[src/rtl/inst_fifo_param_if.sv]
// IF -> queue -> ID bus bundle: fetch push side, decode pop side, and status.
interface inst_fifo_param_if #(
    parameter int unsigned DEPTH_LOG = 4,
    parameter int unsigned INST_W    = 32,
    parameter int unsigned ADDR_W    = 32
);
    // Fetch side
    logic                 if_valid;
    logic [INST_W-1:0]    if_inst;
    logic [ADDR_W-1:0]    if_pc;
    logic                 almost_full;
    logic                 overflow;

    // Decode side
    logic                 id_ready;
    logic                 id_valid;
    logic [INST_W-1:0]    id_inst;
    logic [ADDR_W-1:0]    id_pc;

    // Occupancy: storage entries plus the head output register
    logic [DEPTH_LOG:0]   count;

    // Producer/consumer environment around the queue
    modport master (
        output if_valid, if_inst, if_pc, id_ready,
        input  almost_full, overflow, id_valid, id_inst, id_pc, count
    );

    // The queue itself
    modport slave (
        input  if_valid, if_inst, if_pc, id_ready,
        output almost_full, overflow, id_valid, id_inst, id_pc, count
    );
endinterface

[src/rtl/inst_fifo_param.sv]
// Parametrised IF->ID instruction queue: circular store behind a registered
// head stage, empty-queue bypass, flush, registered almost-full, sticky overflow.
module inst_fifo_param #(
    parameter int unsigned DEPTH_LOG = 4,
    parameter int unsigned INST_W    = 32,
    parameter int unsigned ADDR_W    = 32,
    parameter int unsigned AF_MARGIN = 2
) (
    input  logic                 clk,
    input  logic                 rst,
    input  logic                 rdy,
    input  logic                 flush,
    inst_fifo_param_if.slave     bus
);
    localparam int unsigned DEPTH    = 1 << DEPTH_LOG;
    localparam int unsigned CNT_W    = DEPTH_LOG + 1;
    localparam int unsigned AF_LEVEL = DEPTH - AF_MARGIN;

    // Storage array (no reset: contents are only read behind scount)
    logic [INST_W-1:0]    mem_inst [DEPTH];
    logic [ADDR_W-1:0]    mem_pc   [DEPTH];

    // Registered state
    logic [DEPTH_LOG-1:0] head_q, tail_q;
    logic [CNT_W-1:0]     scount_q;
    logic                 id_valid_q;
    logic [INST_W-1:0]    id_inst_q;
    logic [ADDR_W-1:0]    id_pc_q;
    logic                 af_q;
    logic                 ovf_q;

    // Next-state values
    logic [DEPTH_LOG-1:0] head_n, tail_n;
    logic [CNT_W-1:0]     scount_n;
    logic                 id_valid_n;
    logic [INST_W-1:0]    id_inst_n;
    logic [ADDR_W-1:0]    id_pc_n;
    logic                 af_n;
    logic                 ovf_n;

    // Per-cycle handshake decode
    logic                 pop;
    logic                 has_space;
    logic                 push;
    logic                 wr_en;
    logic                 mv_en;

    // A push is accepted when storage has room or a pop frees the head stage
    assign pop       = id_valid_q & bus.id_ready;
    assign has_space = scount_q < CNT_W'(DEPTH);
    assign push      = bus.if_valid & (has_space | pop);

    // Next-state decode: hold when !rdy, clear on flush, else move data
    always_comb begin
        head_n     = head_q;
        tail_n     = tail_q;
        scount_n   = scount_q;
        id_valid_n = id_valid_q;
        id_inst_n  = id_inst_q;
        id_pc_n    = id_pc_q;
        af_n       = af_q;
        ovf_n      = ovf_q;
        wr_en      = 1'b0;
        mv_en      = 1'b0;

        if (rdy) begin
            if (flush) begin
                head_n     = '0;
                tail_n     = '0;
                scount_n   = '0;
                id_valid_n = 1'b0;
                af_n       = 1'b0;
                ovf_n      = 1'b0;
            end else begin
                if (bus.if_valid && !push) begin
                    ovf_n = 1'b1;
                end

                if (pop && (scount_q != '0)) begin
                    // Oldest stored entry advances into the head stage;
                    // a concurrent push lands at tail, even when full.
                    id_inst_n = mem_inst[head_q];
                    id_pc_n   = mem_pc[head_q];
                    head_n    = head_q + DEPTH_LOG'(1);
                    mv_en     = 1'b1;
                    wr_en     = push;
                end else if (pop && push) begin
                    // Storage empty: streaming pass-through, no bubble
                    id_inst_n = bus.if_inst;
                    id_pc_n   = bus.if_pc;
                end else if (pop) begin
                    id_valid_n = 1'b0;
                end else if (!id_valid_q && push) begin
                    // Empty queue: bypass storage straight into the head stage
                    id_valid_n = 1'b1;
                    id_inst_n  = bus.if_inst;
                    id_pc_n    = bus.if_pc;
                end else if (push) begin
                    wr_en = 1'b1;
                end

                if (wr_en) begin
                    tail_n = tail_q + DEPTH_LOG'(1);
                end

                scount_n = scount_q + CNT_W'(wr_en) - CNT_W'(mv_en);
                af_n     = scount_n >= CNT_W'(AF_LEVEL);
            end
        end
    end

    // State register with synchronous reset
    always_ff @(posedge clk) begin
        if (rst) begin
            head_q     <= '0;
            tail_q     <= '0;
            scount_q   <= '0;
            id_valid_q <= 1'b0;
            id_inst_q  <= '0;
            id_pc_q    <= '0;
            af_q       <= 1'b0;
            ovf_q      <= 1'b0;
        end else begin
            head_q     <= head_n;
            tail_q     <= tail_n;
            scount_q   <= scount_n;
            id_valid_q <= id_valid_n;
            id_inst_q  <= id_inst_n;
            id_pc_q    <= id_pc_n;
            af_q       <= af_n;
            ovf_q      <= ovf_n;
        end
    end

    // Storage write port at tail
    always_ff @(posedge clk) begin
        if (wr_en && !rst) begin
            mem_inst[tail_q] <= bus.if_inst;
            mem_pc[tail_q]   <= bus.if_pc;
        end
    end

    assign bus.id_valid    = id_valid_q;
    assign bus.id_inst     = id_inst_q;
    assign bus.id_pc       = id_pc_q;
    assign bus.almost_full = af_q;
    assign bus.overflow    = ovf_q;
    assign bus.count       = scount_q + CNT_W'(id_valid_q);

    // Storage may only hold entries while the head stage is occupied
    a_empty_head_implies_empty_store: assert property (
        @(posedge clk) disable iff (rst) (!id_valid_q |-> (scount_q == '0))
    );
endmodule
[src/flat_wrapper.sv]
// flat-port wrapper written by rule: the top's interface ports become plain ports
module inst_fifo_param_flat 
#(
    parameter int unsigned DEPTH_LOG = 4,
    parameter int unsigned INST_W    = 32,
    parameter int unsigned ADDR_W    = 32,
    parameter int unsigned AF_MARGIN = 2
)
  (clk, rst, rdy, flush, bus_if_valid, bus_if_inst, bus_if_pc, bus_id_ready, bus_almost_full, bus_overflow, bus_id_valid, bus_id_inst, bus_id_pc, bus_count);
  inst_fifo_param_if #(.DEPTH_LOG(DEPTH_LOG), .INST_W(INST_W), .ADDR_W(ADDR_W)) bus_i ();
  input  logic clk;
  input  logic rst;
  input  logic rdy;
  input  logic flush;
  input wire logic [$bits(bus_i.if_valid)-1:0] bus_if_valid;
  input wire logic [$bits(bus_i.if_inst)-1:0] bus_if_inst;
  input wire logic [$bits(bus_i.if_pc)-1:0] bus_if_pc;
  input wire logic [$bits(bus_i.id_ready)-1:0] bus_id_ready;
  output wire logic [$bits(bus_i.almost_full)-1:0] bus_almost_full;
  output wire logic [$bits(bus_i.overflow)-1:0] bus_overflow;
  output wire logic [$bits(bus_i.id_valid)-1:0] bus_id_valid;
  output wire logic [$bits(bus_i.id_inst)-1:0] bus_id_inst;
  output wire logic [$bits(bus_i.id_pc)-1:0] bus_id_pc;
  output wire logic [$bits(bus_i.count)-1:0] bus_count;
  assign bus_i.if_valid = bus_if_valid;
  assign bus_i.if_inst = bus_if_inst;
  assign bus_i.if_pc = bus_if_pc;
  assign bus_i.id_ready = bus_id_ready;
  assign bus_almost_full = bus_i.almost_full;
  assign bus_overflow = bus_i.overflow;
  assign bus_id_valid = bus_i.id_valid;
  assign bus_id_inst = bus_i.id_inst;
  assign bus_id_pc = bus_i.id_pc;
  assign bus_count = bus_i.count;
  inst_fifo_param #(.DEPTH_LOG(DEPTH_LOG), .INST_W(INST_W), .ADDR_W(ADDR_W), .AF_MARGIN(AF_MARGIN)) u_core (.clk(clk), .rst(rst), .rdy(rdy), .flush(flush), .bus(bus_i));
endmodule
[config.mk]
export PLATFORM = sky130hd
export DESIGN_NAME = inst_fifo_param_flat
export DESIGN_NICKNAME = d
export VERILOG_FILES = /design/src/rtl/inst_fifo_param_if.sv /design/src/rtl/inst_fifo_param.sv /design/src/flat_wrapper.sv
export SDC_FILE = /design/constraint.sdc
export NUM_CORES = 1
export LEC_CHECK = 0
export BUFFER_PORTS_ARGS = -buffer_cell sky130_fd_sc_hd__buf_2
export CAP_MARGIN = 0
export CORE_UTILIZATION = 43
export CTS_BUF_LIST = sky130_fd_sc_hd__clkbuf_4
export DETAILED_ROUTE_END_ITERATION = 16
export GPL_TIMING_DRIVEN = 0
export PLACE_DENSITY = 0.6
export REMOVE_ABC_BUFFERS = 1
export SLEW_MARGIN = 20
export SYNTH_ARGS = -nofsm -noshare
export SYNTH_HDL_FRONTEND = slang
export SYNTH_SLANG_ARGS = --single-unit
[constraint.sdc]
create_clock -name clk -period 24.4 [get_ports clk]
set_input_delay 2.44 -clock clk [delete_from_list [all_inputs] [get_ports clk]]
set_output_delay 2.44 -clock clk [all_outputs]
set_load 0.05 [all_outputs]
**Word level (Yosys, flattened, before mapping)**

Memories as Yosys holds them, arrays and structs flattened. A register that Yosys moved wholly into a read port is not among the register bits.
Index checks and enable logic that the tools add are counted.

- Add/sub/neg operators: 5
- Reductions and logical operators: 19
- Eq/ne operators: 3
- Muxes and demuxes: 39
- Bitwise logic cells: 4
- Order comparisons: 2

Operators by type and width:

| cell | count |
|---|---|
| 32-bit two-way mux | 8 |
| 4-bit two-way mux | 8 |
| 1-bit two-way mux | 22 |
| 5-bit by 1-bit adder with 5-bit output | 2 |
| 4-bit by 1-bit adder with 4-bit output (second input constant) | 2 |
| 4-bit AND reduction | 2 |
| 2-bit AND reduction | 3 |
| 2-bit nonzero test | 3 |
| 3-bit nonzero test | 2 |
| 5-bit by 4-bit greater-or-equal comparator with 1-bit output (second input constant) | 1 |
| 1-bit logical AND | 5 |
| 5-bit < comparator (second input constant) | 1 |
| 5-bit two-way mux | 1 |
| 5-bit nonzero test | 1 |
| 5-bit by 1-bit subtractor with 5-bit output | 1 |
| 2-bit != test (second input constant) | 2 |
| 1-bit logical NOT | 3 |
| 3-bit != test (second input constant) | 1 |
| 1-bit bitwise AND | 2 |
| 1-bit inverter | 1 |
| 1-bit OR | 1 |

- Word-level logic and storage cells: 82
- Flip-flop bits (word level): 80
- Bits in writable memories: 1024
- Memories: 2
- Output and inout port bits: 72
- Input bits: 70

Memories:

| name | depth | bits a word | read ports | clocked after memory_dff | write ports | line | text |
|---|---|---|---|---|---|---|---|
| u_core.mem_inst | 16 | 32 | 1 | 1 | 1 | inst_fifo_param.sv:20 | `logic [INST_W-1:0] mem_inst [DEPTH];` |
| u_core.mem_pc | 16 | 32 | 1 | 1 | 1 | inst_fifo_param.sv:21 | `logic [ADDR_W-1:0] mem_pc [DEPTH];` |

**Longest topological paths before layout**

- Word-level depth: 15
- Depth in mapped cells: 17
- Depth with buffers taken out: 15

**Least setup slack after synthesis**

OpenSTA, ideal clock, no wires.

- Kind: input to register
- From: input port flush
- To: memory u_core.mem_inst[0][0], enable pin
- Required time: 23.757 ns
- Arrival time: 9.344 ns
- Path buffers: 1
- Path slack: 14.413 ns
- Library setup time: 0.643 ns
- Stages: 5
- Cell sequence: clkbuf_1 nand2b_1 nor2_1 nand2_1 nor4_1

- Longest elaborated chain between the ends: 5

RTL lines:

| element | line | text |
|---|---|---|
| start, declared | flat_wrapper.sv:14 | `input logic flush;` |
| 1-bit two-way mux | inst_fifo_param.sv:67 | `if (flush) begin` |
| 1-bit two-way mux | inst_fifo_param.sv:66 | `if (rdy) begin` |
| 1-bit logical AND | inst_fifo_param.sv:137 | `if (wr_en && !rst) begin` |
| 1-bit two-way mux | inst_fifo_param.sv:137 |  |
| 1-bit two-way mux (implied by the code) | inst_fifo_param.sv:138 | `mem_inst[tail_q] <= bus.if_inst;` |
| end, declared | inst_fifo_param.sv:20 |  |

No other way between the ends.

**Worst setup path after layout**

- From: register u_core.id_valid_q, in the netlist u_core.bus.id_valid
- To: output port bus_count[4]

- Longest elaborated chain between the ends: 1

RTL lines:

| element | line | text |
|---|---|---|
| start, declared | inst_fifo_param.sv:26 | `logic id_valid_q;` |
| start signal, assigned | inst_fifo_param.sv:127 | `id_valid_q <= id_valid_n;` |
| 5-bit by 1-bit adder with 5-bit output | inst_fifo_param.sv:148 | `assign bus.count = scount_q + CNT_W'(id_valid_q);` |
| end, declared | flat_wrapper.sv:24 | `output wire logic [$bits(bus_i.count)-1:0] bus_count;` |

No other way between the ends.

==> metrics <==
aggregate global routing overflow=0; Post-CTS Hold Fix Bufs=0; minimum clock period=4.93 ns; starting density of the core=43.6%; Yosys cell types=48; worst skew pair latency=1.16 ns; Yosys reg bits=1108; H-tree depth=5; leakage power=16.7 nW; Syn. warnings=0; CP Max Fanout=7; global-route wire length before repair=158000 um; Die X=316 um; maximum clock frequency=203 MHz; Iter 0 DRT Violations=2271; total CTS buffers=300; layout net count=2766; final worst-path cycle share=20.2%; post_cts resized=0; Synth top cells by count=edfxtp_1, mux2i_1, a22oi_1; Max Cap Viol=0; leading area contributor after synthesis=edfxtp_1; crit path kind=flop to output pin; synth top area cells=edfxtp_1, mux4_2, mux2i_1; DP HPWL=70000 um; startpoint types=flop; WP data required=21.96 ns; Finished Layout Cells=4178; number of enable flip-flop cells after synthesis=1024; Root Driver=clkbuf_4; drt total wl=108000 um; CP endpoint kind=output pin; share of the synthesized area in the top cell type=72.4%; Design Area, Final=50700 sq um; largest net degree at the start of global routing=50; DR pass1 iterations=5; skew final=0.0576 ns; worst-margin pin slew=0.957 ns; I/O pins=142; post-layout util=52.1%; Die Span Y=316 um; most frequent cell after synthesis=edfxtp_1; ys flop type=edfxtp_1; initial antenna violation count=14; routed len/inst=25.8 um; sequential fraction of the synthesis area=76.4%; Worst Path Arrival=2.49 ns; Row Count=114; vias per cell=5.70; Final Max Slew Viols=0; vias in the first global route=24.7k; status=completed; unrepaired setup endpoints after global routing=no; setup bufs post-CTS=0; placed insts=3654; Synth Cell Area=42500 sq um; CTS tree=built; Async SR Flop Fraction=0%; Cell Pwr Density=74.0 nW/um^2; mean area per synthesized cell=19.7 sq um; Slowest-stage cell, CP=dfxtp_1; Hold Fails Final Rpt=0; Placed Area=46900 sq um; post-route ant nets=0; worst vdd ir=0.0449 mV; worst hold path type=flop to flop; Clock Sinks=1108; largest stage delay on the critical path=0.44 ns; layout cell share with drive strength beyond 1=34.2%; Port Buf Inserts=141; Reg clk slew, reported paths=0.06 ns; critical-path cell list=ha_1 -> ha_1 -> nand2_1 -> xnor2_1 -> buf_2; clock buffer depth=4; Area Overhead vs Synth=19.3%; GP Congestion=0.700; Post-Synthesis Cells=2160; DRC=0; max_slew headroom=35.7%; gr usage total=21.8%; total core area=97300 sq um; CP most frequent cell=ha_1; Die Area=100000 sq um; fillers=7826; setup violators final=0; Vias=23.8k
## final timing paths
check / slack [ns] / end / depth (start not counted) / startpoint
worst min register to register: 0.46 / u_core.bus.id_inst[1] / 1 / u_core.bus.id_inst[1]
worst max register to register: 20.26 / u_core.scount_q[4] / 16 / u_core.scount_q[2]
worst min-delay path: 0.46 / u_core.bus.id_inst[1] / 1 / u_core.bus.id_inst[1]
worst max-delay path: 19.47 / bus_count[4] / 5 / u_core.bus.id_valid
## state kept, by name (all words and copies together), names as in the netlist, named ones only
signal / count
u_core.bus.id_pc: 32
u_core.bus.almost_full: 1
u_core.mem_pc: 512
u_core.bus.overflow: 1
u_core.tail_q: 4
u_core.bus.id_inst: 32
u_core.mem_inst: 512
u_core.scount_q: 5
u_core.bus.id_valid: 1
u_core.head_q: 4
## critical path, delay by kind of cell, from the launching register on
kind | cells | cell delay (ns)
DFF | 1 | 0.44
adders and majority gates | 2 | 0.41
buffers and inverters | 1 | 0.28
xor gates and xnor gates | 1 | 0.13
and+or+nand+nor | 1 | 0.07
## routing by layer
metal	vias up	GRT usage, %	routed length, um
met4	12	7.82	2510
met1	12300	29.5	45200
met2	994	34.6	51800
met5	-	0	81
met3	222	5.11	8250
li1	10300	-	-
## where the power goes
| part | internal (mW) | total, mW | leakage [nW] | switching [mW] |
|---|---|---|---|---|
| sequential | 2.07 | 2.08 | 9.88 | 0.00323 |
| clock | 0.885 | 1.61 | 2.27 | 0.722 |
| combinational | 0.0138 | 0.0637 | 4.53 | 0.0499 |
## stage by stage
step / setup slack, ns / setup TNS [ns] / hold slack (ns) / power [mW]
6_report: 19.47 / 0 / 0.457 / 3.75
5_1_grt: 19.28 / 0 / 0.479 / 3.89
2_1_floorplan: 9.28 / 0 / 0.470 / 2.14
3_5_place_dp: 18.26 / 0 / 0.446 / 2.18
4_1_cts: 19.32 / 0 / 0.463 / 3.79
3_3_place_gp: -9.55 / -601.94 / 0.444 / 2.18
## placed cells by master (no fill, tap or decap), types with 58 or more instances in the layout
| master | instances |
|---|---|
| edfxtp_1 | 1024 |
| clkbuf_4 | 460 |
| mux2i_1 | 257 |
| buf_2 | 188 |
| a22oi_1 | 133 |
| mux4_2 | 128 |
| buf_4 | 82 |
| dfxtp_1 | 80 |
| a22o_1 | 64 |
| a311oi_1 | 64 |
| o2bb2ai_1 | 64 |
| o21ai_0 | 58 |
## cells by family after synthesis
family / share of synthesized area, %
adder cells (fa/ha/maj): 0.489
buffers and inverters: 1.77
AO/OA/AOI/OAI: 7.49
XOR/XNOR: 0.144
AND/OR/NAND/NOR: 0.875
flip-flops: 76.4
multiplexers: 12.8
## area by class of cell
type | count | area, sq um | share of cell area [%]
timing repair buffer | 357 | 3360 | 6.62
clock buffer | 460 | 3450 | 6.82
clock inverter | 55 | 292 | 0.575
multi-input combinational | 896 | 9430 | 18.6
inverter | 17 | 68.8 | 0.136
tap | 1276 | 1600 | 3.15
antenna | 9 | 22.5 | 0.0445
sequential | 1108 | 32400 | 64.0
Note: power is estimated with default switching activity, not from simulation.
